## src/rtl/rv_pkg.sv

```systemverilog
// Shared RV32I core definitions: load/store funct3 encodings, memory-stage
// FSM states, write-back result-source selectors and the stage-register layout.
package rv_pkg;

    localparam logic [2:0] F3_LB  = 3'b000;
    localparam logic [2:0] F3_LH  = 3'b001;
    localparam logic [2:0] F3_LW  = 3'b010;
    localparam logic [2:0] F3_LBU = 3'b100;
    localparam logic [2:0] F3_LHU = 3'b101;
    localparam logic [2:0] F3_SB  = 3'b000;
    localparam logic [2:0] F3_SH  = 3'b001;
    localparam logic [2:0] F3_SW  = 3'b010;

    localparam logic [1:0] RES_SRC_ALU = 2'd0;
    localparam logic [1:0] RES_SRC_MEM = 2'd1;
    localparam logic [1:0] RES_SRC_PC4 = 2'd2;

    typedef enum logic {
        IDLE     = 1'b0,
        WAIT_ACK = 1'b1
    } mem_state_t;

    typedef struct packed {
        logic [31:0] alu_result;
        logic [31:0] rs2_val;
        logic [2:0]  funct3;
        logic        mem_read;
        logic        mem_write;
        logic        reg_write;
        logic [4:0]  rd;
        logic [1:0]  res_src;
        logic [29:0] pc_p4;
    } stage_t;

endpackage

```

## src/rtl/rv_lsu_align.sv

```systemverilog
// Combinational load/store lane logic: byte enables, write-data replication,
// load extraction/extension. Misalignment is only flagged under RV_MEM_STAGE_MISALIGN_EN.
module rv_lsu_align
    import rv_pkg::*;
(
    input  logic [2:0]  i_funct3,
    input  logic [1:0]  i_addr_lo,
    input  logic [31:0] i_store_data,
    input  logic [31:0] i_load_word,
    output logic [3:0]  o_be,
    output logic [31:0] o_wdata,
    output logic [31:0] o_load_data,
    output logic        o_misaligned
);

    logic [7:0]  byte_sel;
    logic [15:0] half_sel;
    logic        is_signed;

    // Lane selection uses the naturally aligned offset, so stray low bits are ignored.
    assign byte_sel  = i_load_word[{i_addr_lo, 3'b000} +: 8];
    assign half_sel  = i_load_word[{i_addr_lo[1], 4'b0000} +: 16];
    assign is_signed = ~i_funct3[2];

    always_comb begin
        o_be        = 4'b1111;
        o_wdata     = i_store_data;
        o_load_data = i_load_word;
        case (i_funct3[1:0])
            F3_LB[1:0]: begin
                o_be        = 4'b0001 << i_addr_lo;
                o_wdata     = {4{i_store_data[7:0]}};
                o_load_data = {{24{is_signed & byte_sel[7]}}, byte_sel};
            end
            F3_LH[1:0]: begin
                o_be        = 4'b0011 << {i_addr_lo[1], 1'b0};
                o_wdata     = {2{i_store_data[15:0]}};
                o_load_data = {{16{is_signed & half_sel[15]}}, half_sel};
            end
            default: begin
                o_be        = 4'b1111;
                o_wdata     = i_store_data;
                o_load_data = i_load_word;
            end
        endcase
    end

`ifdef RV_MEM_STAGE_MISALIGN_EN
    always_comb begin
        case (i_funct3[1:0])
            F3_LB[1:0]: o_misaligned = 1'b0;
            F3_LH[1:0]: o_misaligned = i_addr_lo[0];
            default:    o_misaligned = |i_addr_lo;
        endcase
    end
`else
    assign o_misaligned = 1'b0;
`endif

endmodule

```

## src/rtl/rv_mem_stage.sv

```systemverilog
// RV32I memory stage: stage register plus single-outstanding req/ack data-bus FSM.
// Define RV_MEM_STAGE_MISALIGN_EN to abort misaligned half/word accesses with o_bus_err.
module rv_mem_stage
    import rv_pkg::*;
#(
    parameter int TIMEOUT_CYCLES = 255
) (
    input  logic        i_clk,
    input  logic        i_reset,
    input  logic        i_flush,
    input  logic [31:0] i_alu_result,
    input  logic [31:0] i_rs2_val,
    input  logic [2:0]  i_funct3,
    input  logic        i_mem_read,
    input  logic        i_mem_write,
    input  logic        i_reg_write,
    input  logic [4:0]  i_rd,
    input  logic [1:0]  i_res_src,
    input  logic [29:0] i_pc_p4,
    output logic        o_dbus_req,
    output logic        o_dbus_we,
    output logic [29:0] o_dbus_addr,
    output logic [3:0]  o_dbus_be,
    output logic [31:0] o_dbus_wdata,
    input  logic        i_dbus_ack,
    input  logic [31:0] i_dbus_rdata,
    output logic        o_stall,
    output logic [31:0] o_alu_result,
    output logic [31:0] o_load_data,
    output logic        o_reg_write,
    output logic [4:0]  o_rd,
    output logic [1:0]  o_res_src,
    output logic [29:0] o_pc_p4,
    output logic        o_bus_err
);

    localparam int CNT_W = (TIMEOUT_CYCLES > 0) ? $clog2(TIMEOUT_CYCLES + 1) : 1;

    stage_t           stage_q, stage_d;
    mem_state_t       state_q, state_d;
    logic [CNT_W-1:0] cnt_q, cnt_d;
    logic             done_q, done_d;
    logic             err_q, err_d;
    logic [31:0]      load_q, load_d;

    logic        mem_op, misaligned, pending, mis_err, timeout;
    logic [3:0]  be;
    logic [31:0] wdata, load_ext;

    rv_lsu_align u_align (
        .i_funct3     (stage_q.funct3),
        .i_addr_lo    (stage_q.alu_result[1:0]),
        .i_store_data (stage_q.rs2_val),
        .i_load_word  (i_dbus_rdata),
        .o_be         (be),
        .o_wdata      (wdata),
        .o_load_data  (load_ext),
        .o_misaligned (misaligned)
    );

    // done_q marks a captured memory op whose bus access already finished or aborted.
    assign mem_op  = stage_q.mem_read | stage_q.mem_write;
    assign pending = (state_q == IDLE) && mem_op && !done_q && !misaligned;
    assign mis_err = (state_q == IDLE) && mem_op && !done_q && misaligned;
    assign o_stall = (state_q == WAIT_ACK) || pending;
    assign timeout = (TIMEOUT_CYCLES != 0) && ((int'(cnt_q) + 1) == TIMEOUT_CYCLES);

    always_ff @(posedge i_clk) begin
        if (i_reset) begin
            stage_q <= '0;
            state_q <= IDLE;
            cnt_q   <= '0;
            done_q  <= 1'b0;
            err_q   <= 1'b0;
            load_q  <= '0;
        end else begin
            stage_q <= stage_d;
            state_q <= state_d;
            cnt_q   <= cnt_d;
            done_q  <= done_d;
            err_q   <= err_d;
            load_q  <= load_d;
        end
    end

    always_comb begin
        stage_d = stage_q;
        state_d = state_q;
        cnt_d   = cnt_q;
        done_d  = done_q;
        err_d   = 1'b0;
        load_d  = load_q;
        if (!o_stall) begin
            stage_d = '0;
            done_d  = 1'b0;
            if (!i_flush) begin
                stage_d.alu_result = i_alu_result;
                stage_d.rs2_val    = i_rs2_val;
                stage_d.funct3     = i_funct3;
                stage_d.mem_read   = i_mem_read;
                stage_d.mem_write  = i_mem_write;
                stage_d.reg_write  = i_reg_write;
                stage_d.rd         = i_rd;
                stage_d.res_src    = i_res_src;
                stage_d.pc_p4      = i_pc_p4;
            end
        end
        case (state_q)
            IDLE: begin
                if (pending) begin
                    state_d = WAIT_ACK;
                    cnt_d   = '0;
                    done_d  = 1'b1;
                end
            end
            WAIT_ACK: begin
                if (cnt_q != '1) cnt_d = cnt_q + 1'b1;
                // Ack takes priority over a timeout firing in the same cycle.
                if (i_dbus_ack) begin
                    state_d = IDLE;
                    if (stage_q.mem_read) load_d = load_ext;
                end else if (timeout) begin
                    state_d = IDLE;
                    err_d   = 1'b1;
                end
            end
            default: state_d = IDLE;
        endcase
    end

    always_comb begin
        o_dbus_req   = (state_q == WAIT_ACK);
        o_dbus_we    = o_dbus_req & stage_q.mem_write;
        o_dbus_addr  = o_dbus_req ? stage_q.alu_result[31:2] : '0;
        o_dbus_be    = o_dbus_req ? be : '0;
        o_dbus_wdata = o_dbus_req ? wdata : '0;
        o_alu_result = stage_q.alu_result;
        o_load_data  = load_q;
        o_rd         = stage_q.rd;
        o_res_src    = stage_q.res_src;
        o_pc_p4      = stage_q.pc_p4;
        o_bus_err    = err_q | mis_err;
        o_reg_write  = stage_q.reg_write & ~o_stall & ~o_bus_err;
    end

endmodule

```

## config.mk

```make
export PLATFORM = sky130hd
export DESIGN_NAME = rv_mem_stage
export DESIGN_NICKNAME = d
export VERILOG_FILES = /design/src/rtl/rv_pkg.sv /design/src/rtl/rv_lsu_align.sv /design/src/rtl/rv_mem_stage.sv
export SDC_FILE = /design/constraint.sdc
export NUM_CORES = 1
export LEC_CHECK = 0
export CORE_MARGIN = 10
export CORE_UTILIZATION = 42
export CTS_CLUSTER_SIZE = 30
export DETAILED_ROUTE_END_ITERATION = 6
export GPL_ROUTABILITY_DRIVEN = 0
export PLACE_DENSITY = 0.81
export SETUP_SLACK_MARGIN = 0.05
export SLEW_MARGIN = 20
export SYNTH_ARGS = -nofsm -noshare
export SYNTH_HDL_FRONTEND = slang
export SYNTH_SLANG_ARGS = --single-unit
```

## constraint.sdc

```tcl
create_clock -name i_clk -period 3.07 [get_ports i_clk]
set_clock_uncertainty 0.2 [all_clocks]
set_input_delay 0.614 -clock i_clk [delete_from_list [all_inputs] [get_ports i_clk]]
set_output_delay 0.614 -clock i_clk [all_outputs]
set_load 0.05 [all_outputs]
```

Word-level counts from Yosys, hierarchy flattened:

Cells that the tools add are included.

* memory bits (read-only): 0
* memories kept: 0
* latch bits: 0
* output and inout bits: 172
* RAM bits: 0
* logic and storage cells: 61
* register bits after elaboration: 150
* input port bits: 143

* equal/unequal tests: 5
* shifts and indexed selects: 4
* bitwise gates (word level): 10
* magnitude comparators: 0
* reduce and logical (&&, ||, !) cells: 8
* add/subtract/negate cells: 2
* $mul: 0
* div/mod/pow operators: 0
* muxes and demuxes: 18

Operators by type and width (number)
* 32-bit case mux with 2 select lines: 2
* 107-bit two-way mux: 1
* 32-bit two-way mux: 1
* 32-bit by 6-bit variable part select with 16-bit output: 1
* 32-bit by 6-bit variable part select with 8-bit output: 1
* 30-bit two-way mux: 1
* 8-bit two-way mux: 2
* 8-bit case mux with 2 select lines: 1
* 8-bit by 1-bit adder with 9-bit output (second input constant): 1
* 9-bit by 8-bit == test with 1-bit output (second input constant): 1
* 8-bit by 1-bit adder with 8-bit output (second input constant): 1
* 8-bit inequality test (second input constant): 1
* 4-bit case mux with 2 select lines: 1
* 1-bit two-way mux: 7
* 1-bit AND: 5
* 4-bit two-way mux: 1
* 1-bit inverter: 4
* 1-bit by 2-bit left shift with 4-bit output (first input constant): 1
* 2-bit by 2-bit left shift with 4-bit output (first input constant): 1
* 3-bit AND reduction: 1
* 3-bit OR reduction: 1
* 2-bit by 1-bit == test with 1-bit output (second input constant): 1
* 1-bit logical AND: 2
* 2-bit zero test: 1
* other kinds (7): 7

Longest topological paths before layout:

Gate-level depths: netlist (run 1).

* depth after elaboration: 7
* gate-level depth with buffers: 7
* depth with buffers taken out: 5

Hierarchy:

Synthesis (run 1) repeated with hierarchy kept, for this count alone.

* cells, all modules: 1009
* area total of the unflattened synthesis: 8121.5 um^2

By module, submodules not included
* rv_mem_stage: times used 1, area each 6819.0 um^2, cells each 836, seq. area each 3002.9 um^2
* rv_lsu_align: times used 1, area each 1302.5 um^2, cells each 173, seq. area each 0.0 um^2

Worst setup path before layout (run 1):

Ideal clock, no wire load.

* kind: flip-flop to output port
* start: register state_q (netlist: o_dbus_req)
* end: output port o_reg_write
* cell stages (with the launch flop): 4
* data required time: 2.256 ns
* slack: 0.117 ns
* buffers on the path: 0
* data arrival time: 2.139 ns
* cells stage by stage: dfxtp_1 nor2_2 inv_2 nor3b_1

* cells in the longest elaborated chain, start to end: 7

RTL lines
* from (decl): RTL line rv_mem_stage.sv:40 `mem_state_t state_q, state_d;`
* from (signal assigned): RTL line rv_mem_stage.sv:78 `state_q <= state_d;`
* 1-bit inverter
* 1-bit logical AND (2 in a row)
* 1-bit logical OR (*): RTL line rv_mem_stage.sv:65 `assign o_stall = (state_q == WAIT_ACK) || pending;`
* via o_stall: RTL line rv_mem_stage.sv:27 `output logic o_stall,`
* 1-bit inverter (*): RTL line rv_mem_stage.sv:143 `o_reg_write = stage_q.reg_write & ~o_stall & ~o_bus_err;`
* 1-bit AND (*) (2 in a row): RTL line rv_mem_stage.sv:143
* to (decl): RTL line rv_mem_stage.sv:30 `output logic o_reg_write,`

Mark *: on every way through the listed nets, which the timed path passes. The rest lies on a longest branch.

Worst setup path in the final report (run 1):

* start: register stage_q[40] (netlist name)
* end: output port o_dbus_be[0]

* cells in the longest elaborated chain, start to end: 3
* elaborated cells between the ends (all ways): 4
* those cells by class: eq/ne: 1; mux: 2; reduce/logical: 1

RTL lines
* from (decl): RTL line rv_mem_stage.sv:39 `stage_t stage_q, stage_d;`
* from (signal assigned): RTL line rv_mem_stage.sv:77 `stage_q <= stage_d;`
* 2-bit by 1-bit == test with 1-bit output or 2-bit zero test (tied branches): RTL line rv_lsu_align.sv:29 `case (i_funct3[1:0])`
* 4-bit case mux with 2 select lines (*): RTL line rv_lsu_align.sv:29
* 4-bit two-way mux (*): RTL line rv_mem_stage.sv:135 `o_dbus_be = o_dbus_req ? be : '0;`
* to (decl): RTL line rv_mem_stage.sv:23 `output logic [3:0] o_dbus_be,`

Mark *: on every way between the ends. The rest lies on a longest branch, timed or not.

==> run_results.csv, run 1 <==
group,metric,value,unit
run_status,outcome,"completed",
timing,relSlewSlack,39.6,%
die,die_h,147,um
routing,drc,0,
cells_and_area,stdcell_count,1184,
cts,clkTransAtPathRegs,0.06,ns
logic_synthesis,netlist_area,6770,um2
logic_synthesis,avgSynthCellArea,9.23,um2
routing,drt_iter0_drc,406,
worst_setup_path,r2r_slack,0.74,ns
logic_synthesis,async_flop_share,0,%
global_route,antenna_found_initial,1,
logic_synthesis,syn_nets,878,
timing,period_needed,2.84,ns
routing,via_count,6352,
worst_setup_path,cp.required,2.26,ns
die,initial_utilization,42.8,%
global_route,grt_pass1_wl,38.7,mm
routing,ant_nets,0,
cells_and_area,synthToLayoutAreaGrowth,60.1,%
cells_and_area,final_common_cell,"clkdlybuf4s50_1",
cts,cts_tree,"yes",
timing,finalHoldViolCount,0,
routing,avgRoutedWirePerCell,21.5,um
cts,root_buffer,"clkbuf_16",
timing,rsz0062_at_grt,"false",
worst_hold_path,min_path_type,"reg2reg",
cells_and_area,layout_common_cells,"clkdlybuf4s50_1, dfxtp_1, a22o_1",
timing,fin_setup_tns,0,ns
logic_synthesis,ys_seq_area_share,44.4,%
die,core_area,15800,um2
die,dieArea,21600,um2
timing,finalSetupViolCount,0,
cells_and_area,drive_above_1_share,14.1,%
timing,worstMarginPinSlew,0.904,ns
global_route,grt_usage,22.8,%
cts,clockBufferDepth,2,
worst_setup_path,start_kind,"flip-flop",
placement,placed_cells,1151,
die,rows,46,
logic_synthesis,yosysWarnings,0,
cts,numCtsBuffers,17,
pwr,p_per_area,502,nW/um2
placement,dp_hpwl,19.3,mm
logic_synthesis,synth_ff_type,"dfxtp_1",
cts,cts.repair.resized,0,
logic_synthesis,synthCells,733,
cells_and_area,utilization,68.4,%
cts,clk-insertion-delay-late,0.42,ns
cells_and_area,num-fill-cells,1202,
pwr,p_leak,0.00398,uW
logic_synthesis,synth_seq_cells,150,
timing,fmax,0.353,GHz
global_route,grt_overflow,0,
global_route,grt_pass1_vias,6476,
die,die_w,147,um
cts,post-cts-setup-buffer-count,0,
routing,drt_wl_total,25.5,mm
pwr,peakVddDrop,0.368,mV
worst_setup_path,arrival,2.02,ns
cts,hold_buffers,0,
worst_setup_path,worst_setup_path_end_kind,"output pin",
logic_synthesis,yosysUniqueCellTypes,50,
timing,post-route-period-util,92.4,%
logic_synthesis,synth_edf_count,0,
cells_and_area,nNetsFinal,1099,
cts,cts_htree_levels,4,
routing,via_per_inst,5.36,
die,io_pins,315,
worst_setup_path,criticalPathCategory,"reg2out",
placement,port_buffers,314,
global_route,grt_start_max_net_pins,106,
cts,cts_sinks,150,
timing,finalMaxSlewViolations,0,
flow_run,max_cap_viol_count,0,
routing,firstDrtPassIters,5,
worst_setup_path,worst-path-max-fanout,11,
==> cells by family (layout without fill, tap and decap cells) <==
family	after synthesis	in the layout	synth area share, %
xor gates and xnor gates	6	6	0.777
DFF	150	150	44.4
buffers and inverters	136	370	11.9
and+or+nand+nor	205	205	14.7
muxes	18	18	2.85
adders and majority gates	2	2	0.370
other	0	1	0
AOI/OAI and AO/OA	216	216	25.1
==> report_power, final <==
part / switching, uW / leakage [uW] / internal (uW)
Sequential: 98.8 / 0.00122 / 2060
Combinational: 704 / 0.00248 / 530
Clock: 831 / 0.000275 / 1210
==> Yosys cell counts, types with 2 or more instances <==
master	count	area [um2]
a21oi_1	24	120
dfxtp_1	150	3000
o21a_1	2	15.0
buf_2	20	100
nand4_1	4	25.0
a31oi_1	8	50.1
nor2b_1	3	18.8
ha_1	2	25.0
clkbuf_1	34	128
and4b_1	3	30.0
nand3_1	7	35.0
a211oi_1	24	180
o221a_2	7	78.8
nand2b_1	3	18.8
buf_4	69	518
xnor2_1	3	26.3
o21ai_0	15	75.1
nand3b_1	4	30.0
a22o_1	113	990
nor2_2	2	12.5
nor3b_1	2	15.0
a22oi_1	9	67.6
o22ai_1	2	12.5
a311oi_1	2	17.5
xor2_1	3	26.3
and3_1	2	12.5
and2_1	40	250
nor2_1	74	278
nor3_1	9	45.0
buf_1	5	18.8
a221oi_1	2	17.5
inv_1	5	18.8
mux2i_1	17	170
nand2_1	48	180
==> critical path: stages (launching register included) <==
cell and delay (ns):
dfxtp_1 0.61, buf_4 0.23, nor2b_1 0.05, buf_4 0.16, nor2_1 0.14, nor2_1 0.06
nor2_1 0.18, buf_12 0.17
==> layer usage <==
metal | part of all wire (%) | track usage (%) | routed length [um] | vias to the layer above
met5 | 0 | 0 | 0 | -
met2 | 50 | 38.6 | 12700 | 324
met4 | 1.8 | 7.68 | 456 | 0
met1 | 37 | 24.5 | 9370 | 3002
li1 | - | - | - | 3000
met3 | 12 | 10.8 | 2980 | 26
==> registers in the layout, indices dropped and copies added, names as in the netlist, named ones only <==
register,flops
stage_q,38
o_alu_result,32
o_load_data,32
o_pc_p4,30
cnt_q,8
o_rd,5
o_res_src,2
err_q,1
o_dbus_req,1
==> final cells by class <==
type	count	area (um2)	area share [%]
clock buffer	19	443	4.09
antenna	1	2.50	0.0231
clock inverter	13	133	1.22
inverter	7	26.3	0.243
tap	216	270	2.49
timing repair buffer	331	3980	36.8
sequential	150	3000	27.7
multi-input combinational	447	2970	27.4
==> per-stage QoR <==
step	hold WS (ns)	instance area, um2	setup WS, ns	power, uW
6_report	0.271	10800	0.234	5440
3_3_place_gp	0.248	10300	0.401	3420
4_1_cts	0.274	10800	0.205	5480
3_5_place_dp	0.253	10300	0.360	3440
5_1_grt	0.281	10800	0.0974	5640
2_1_floorplan	0.234	6770	0.117	2950
==> path summary, 6_finish.rpt <==
| kind | from | end | depth (start not counted) |
|---|---|---|---|
| setup / recovery | stage_q[40]$_SDFFE_PP0N_ | o_dbus_be[0] | 7 |
| hold / removal | stage_q[71]$_SDFFE_PP0N_ | stage_q[71]$_SDFFE_PP0N_ | 1 |
| hold reg to reg | stage_q[71]$_SDFFE_PP0N_ | stage_q[71]$_SDFFE_PP0N_ | 1 |
| setup reg to reg | o_alu_result[1]$_SDFFE_PP0N_ | o_load_data[13]$_SDFFE_PP0P_ | 5 |
Note: power is estimated with default switching activity, not from simulation.
==> inputs of run 2 (changes only) <==
- clock period: 3.07 -> 3.34 ns (I/O delays scaled with it)
==> run_results.csv, run 2 (synthesized netlist as in run 1, its figures left out) <==
group,metric,value,unit
global_route,grt_pass1_vias,6622,
die,initial_utilization,42.8,%
pwr,p_comb_share,22.1,%
die,die_h,147,um
pwr,p_int,3580,uW
cells_and_area,largest-register,"stage_q",
cells_and_area,final_common_cell,"clkdlybuf4s50_1",
cts,cts_htree_levels,4,
pwr,peakVddDrop,0.332,mV
pwr,p_seq_share,38.8,%
timing,period_needed,3.03,ns
pwr,pwr-share-clk,39.0,%
routing,drt_iter0_drc,427,
cells_and_area,diodes,0,
timing,post-route-period-util,90.6,%
routing,drt_wl_total,25.9,mm
global_route,grt_overflow,0,
routing,via_per_inst,5.47,
cells_and_area,largest_reg_flops,38,
cts,cts_tree,"yes",
cells_and_area,synthToLayoutAreaGrowth,60.0,%
global_route,grt_usage,23.1,%
global_route,grt_start_max_net_pins,75,
routing,drc,0,
worst_setup_path,criticalPathCategory,"reg2out",
timing,rsz0062_at_grt,"false",
cells_and_area,utilization,68.4,%
timing,finalHoldViolCount,0,
routing,ant_nets,0,
cts,hold_buffers,0,
timing,hold-worst-slack,0.274,ns
worst_setup_path,crit_buf_inv,1,
run_status,outcome,"completed",
worst_setup_path,worst_setup_path_end_kind,"output pin",
global_route,grt_pass1_wl,39.6,mm
timing,fin_setup_tns,0,ns
pwr,swShare,30.0,%
timing,finalSetupViolCount,0,
die,io_pins,315,
pwr,switchingPower,1540,uW
cells_and_area,nNetsFinal,1096,
cells_and_area,layout_common_cells,"clkdlybuf4s50_1, dfxtp_1, a22o_1",
worst_setup_path,crit_family,"simple AND/OR/NAND/NOR gates",
timing,finalMaxSlewViolations,0,
flow_run,max_cap_viol_count,0,
routing,via_count,6459,
global_route,antenna_found_initial,0,
worst_setup_path,worst-path-max-fanout,15,
timing,fmax,0.331,GHz
pwr,p_per_area,472,nW/um2
routing,firstDrtPassIters,5,
worst_setup_path,worst_path_largest_cell_delay,0.68,ns
worst_setup_path,cpMaxStageDelayCell,"dfxtp_1",
cts,clockBufferDepth,2,
placement,dp_hpwl,19.3,mm
worst_hold_path,worstHoldStart,"o_pc_p4[1]$_SDFFE_PP0N_",
die,die_w,147,um
routing,avgRoutedWirePerCell,21.9,um
worst_setup_path,path_cells,"nand2b_1, a21oi_1, nor2_1, buf_12",
timing,relSlewSlack,49.3,%
die,rows,46,
die,dieArea,21600,um2
cells_and_area,num-fill-cells,1189,
cts,root_buffer,"clkbuf_16",
cells_and_area,drive_above_1_share,13.9,%
worst_setup_path,arrival,2.16,ns
cts,clkTransAtPathRegs,0.06,ns
pwr,p_leak,0.00397,uW
worst_setup_path,r2r_start,"o_alu_result[1]$_SDFFE_PP0N_",
timing,worstMarginPinSlew,0.761,ns
cts,numCtsBuffers,17,
worst_setup_path,startpoint,"stage_q[40]$_SDFFE_PP0N_",
cts,cts.repair.resized,0,
die,core_area,15800,um2
placement,placed_area,10200,um2
cts,cts_sinks,150,
cts,clk-insertion-delay-late,0.42,ns
placement,port_buffers,314,
cts,post-cts-setup-buffer-count,0,
worst_setup_path,start_kind,"flip-flop",
worst_setup_path,cp.required,2.47,ns
cells_and_area,stdcell_area,10800,um2
worst_hold_path,min_path_type,"reg2reg",
[run 2: metrics by stage]
step | total power (uW) | cells | worst slack [ns]
2_1_floorplan | 2710 | 733 | 0.333
3_3_place_gp | 3140 | 1148 | 0.454
3_5_place_dp | 3150 | 1148 | 0.324
4_1_cts | 5140 | 1180 | 0.313
5_1_grt | 5290 | 1180 | 0.136
6_report | 5120 | 1180 | 0.314
[run 2: cell type report]
| cell class | count | area [um2] | share of cell area, % |
|---|---|---|---|
| Clock buffer | 18 | 439 | 4.05 |
| Clock inverter | 14 | 173 | 1.59 |
| Inverter | 7 | 26.3 | 0.243 |
| Multi-Input combinational cell | 447 | 2970 | 27.4 |
| Sequential cell | 150 | 3000 | 27.7 |
| Tap cell | 216 | 270 | 2.50 |
| Timing Repair Buffer | 328 | 3950 | 36.5 |
[run 2: worst reg2reg max path, stage by stage (launching register included)]
cell and delay (ns):
dfxtp_1 0.59, mux4_2 0.60, nor2b_4 0.16, o31ai_4 0.66
a211oi_1 0.19
[run 2: power groups by stage]
| stage | Clock (uW) | Sequential [uW] | Combinational (uW) |
|---|---|---|---|
| floorplan | 0 | 2000 | 710 |
| global placement | 0 | 2020 | 1120 |
| detailed placement | 0 | 2020 | 1130 |
| CTS | 2020 | 1980 | 1140 |
| global route | 2100 | 2000 | 1190 |
| finish | 2000 | 1990 | 1130 |
[run 2: metal layers]
layer	track usage (%)	share of wire, %	vias to the layer above
met4	6.94	1.9	0
li1	-	-	2995
met2	39.4	50	360
met5	0	0	-
met3	9.52	12	37
met1	25.9	36	3067
[run 2: final timing paths]
kind              cells past startpoint  slack [ns]                           end
setup / recovery                      4        0.31                  o_dbus_be[2]
hold / removal                        1        0.27       o_pc_p4[1]$_SDFFE_PP0N_
setup reg to reg                      4        0.77  o_load_data[28]$_SDFFE_PP0P_
hold reg to reg                       1        0.27       o_pc_p4[1]$_SDFFE_PP0N_
==> inputs of run 3 (changes only) <==
- GPL_TIMING_DRIVEN: default -> 0
==> run_results.csv, run 3 (synthesized netlist as in run 1, its figures left out) <==
group,metric,value,unit
timing,fin_setup_tns,0,ns
cts,cts_sinks,150,
global_route,grt_start_max_net_pins,17,
run_status,outcome,"completed",
routing,drc,0,
cells_and_area,largest_reg_flops,38,
placement,pre_cts_slack,-0.246,ns
cts,numCtsBuffers,17,
placement,dp_hpwl,21.2,mm
cts,clk-insertion-delay-late,0.43,ns
die,die_w,147,um
pwr,p_comb_share,23.0,%
routing,drt_iter0_drc,452,
worst_setup_path,regToRegEndpoint,"cnt_q[7]$_SDFFE_PP0P_",
cts,cts_htree_levels,4,
cells_and_area,stdcell_count,1292,
pwr,p_seq_share,38.7,%
cells_and_area,diodes,0,
pwr,p_leak,0.00434,uW
die,die_h,147,um
die,initial_utilization,42.8,%
timing,fmax,0.318,GHz
global_route,antenna_found_initial,0,
worst_setup_path,r2r_slack,0.91,ns
cells_and_area,final_common_cell,"clkdlybuf4s50_1",
routing,ant_nets,0,
routing,drt_wl_total,26.8,mm
worst_setup_path,worst_path_largest_cell_delay,0.55,ns
cts,clkTransAtPathRegs,0.06,ns
cells_and_area,num-fill-cells,1309,
timing,worstMarginPinSlew,0.707,ns
placement,placed_cells,1262,
worst_setup_path,startpoint,"o_dbus_req$_SDFF_PP0_",
cells_and_area,nNetsFinal,1210,
die,rows,46,
timing,finalHoldViolCount,0,
worst_setup_path,cp.required,2.47,ns
worst_setup_path,reg2reg_depth,6,
cts,root_buffer,"clkbuf_16",
pwr,swShare,29.2,%
worst_setup_path,start_kind,"flip-flop",
timing,finalSetupViolCount,0,
timing,finalMaxSlewViolations,0,
timing,post-route-period-util,94.3,%
cells_and_area,drive_above_1_share,16.1,%
pwr,switchingPower,1500,uW
worst_setup_path,cpMaxStageDelayCell,"dlygate4sd2_1",
worst_setup_path,r2r_start,"cnt_q[1]$_SDFFE_PP0P_",
placement,port_buffers,313,
cts,post-cts-setup-buffer-count,0,
cts,cts_tree,"yes",
cells_and_area,layout_common_cells,"clkdlybuf4s50_1, dfxtp_1, a22o_1",
pwr,p_per_area,476,nW/um2
routing,via_per_inst,5.20,
worst_setup_path,worst-path-max-fanout,10,
die,dieArea,21600,um2
timing,rsz0062_at_grt,"false",
cells_and_area,multi_input_area,2960,um2
routing,avgRoutedWirePerCell,20.7,um
worst_setup_path,criticalPathCategory,"reg2out",
worst_setup_path,path_cells,"clkbuf_2, clkbuf_1, and2_1, dlygate4sd2_1",
worst_setup_path,worst_setup_path_end_kind,"output pin",
routing,firstDrtPassIters,5,
worst_setup_path,crit_end,"o_dbus_addr[6]",
pwr,pwr-share-clk,38.3,%
die,io_pins,315,
cells_and_area,largest-register,"stage_q",
global_route,grt_usage,23.9,%
routing,via_count,6723,
timing,relSlewSlack,52.9,%
timing,setup_ws,0.191,ns
cts,clockBufferDepth,2,
global_route,grt_pass1_vias,6840,
worst_hold_path,min_path_type,"reg2reg",
cells_and_area,synthToLayoutAreaGrowth,59.0,%
die,core_area,15800,um2
global_route,grt_pass1_wl,40.6,mm
pwr,peakVddDrop,0.347,mV
timing,period_needed,3.15,ns
pwr,p_int,3630,uW
global_route,grt_overflow,0,
cells_and_area,utilization,68.0,%
flow_run,max_cap_viol_count,0,
worst_setup_path,arrival,2.28,ns
cts,hold_buffers,0,
cells_and_area,register_area,3000,um2
run 3: cell types whose count changed in the layout (fill, tap and decap cells not counted), sizes merged:
cell           before  now
inv                 9    6
dlymetal6s2s        0    1
clkdlybuf4s15       0   26
clkdlybuf4s50     244  245
clkinv              4    6
clkinvlp            5    1
buf                84   93
clkbuf             18   59
dlygate4sd2         0   39
run 3: layer usage:
layer / vias up / GRT usage, % / part of all wire (%)
met5: - / 0 / 0
met4: 0 / 7.33 / 2.0
met3: 37 / 11.1 / 12
met2: 300 / 41.1 / 49
met1: 3166 / 25.7 / 37
li1: 3220 / - / -
run 3: layout make-up:
cell class,instances,share of cell area [%]
clock buffer,21,4.37
tap,216,2.51
timing repair buffer,313,28.9
inverter,7,0.244
buffer,129,7.37
clock inverter,9,1.17
sequential,150,27.9
multi-input combinational,447,27.5
run 3: how the worst min path moves through the flow:
| stage | startpoint | end | cells after the start |
|---|---|---|---|
| final | o_pc_p4[2]$_SDFFE_PP0N_ | o_pc_p4[2]$_SDFFE_PP0N_ | 1 |
| after global routing | stage_q[60]$_SDFFE_PP0N_ | stage_q[60]$_SDFFE_PP0N_ | 1 |
| after CTS | stage_q[37]$_SDFFE_PP0N_ | stage_q[37]$_SDFFE_PP0N_ | 1 |
| after detailed placement | stage_q[72]$_SDFFE_PP0N_ | stage_q[72]$_SDFFE_PP0N_ | 1 |
| after global placement | stage_q[37]$_SDFFE_PP0N_ | stage_q[37]$_SDFFE_PP0N_ | 1 |
| after floorplan | stage_q[37]$_SDFFE_PP0N_ | stage_q[37]$_SDFFE_PP0N_ | 1 |
run 3: worst max-delay path: cells and delay by family, from the launching register on:
| family | cells | cell delay (ns) |
|---|---|---|
| simple gates | 1 | 0.19 |
| flops | 1 | 0.45 |
| buf+inv | 3 | 1.21 |
run 3: what timing repair did:
action / CTS / global route
resized for setup: 129 / 10
endpoints found under the setup margin: 67 / 12
pin swaps: 0 / 0
run 3: through the flow:
| stage | hold WS [ns] | power [uW] | instance area [um2] |
|---|---|---|---|
| final | 0.274 | 5120 | 10800 |
| after CTS | 0.275 | 5140 | 10800 |
| after global routing | 0.286 | 5310 | 10800 |
| after global placement | 0.253 | 3190 | 10200 |
| after detailed placement | 0.257 | 3200 | 10200 |
| after floorplan | 0.234 | 2710 | 6770 |
run 3: power by group through the flow:
stage | clock, uW | sequential [uW] | combinational [uW]
after floorplan | 0 | 2000 | 710
after global placement | 0 | 2010 | 1170
after detailed placement | 0 | 2010 | 1190
after CTS | 1980 | 1980 | 1180
after global routing | 2070 | 1990 | 1250
final | 1960 | 1980 | 1180
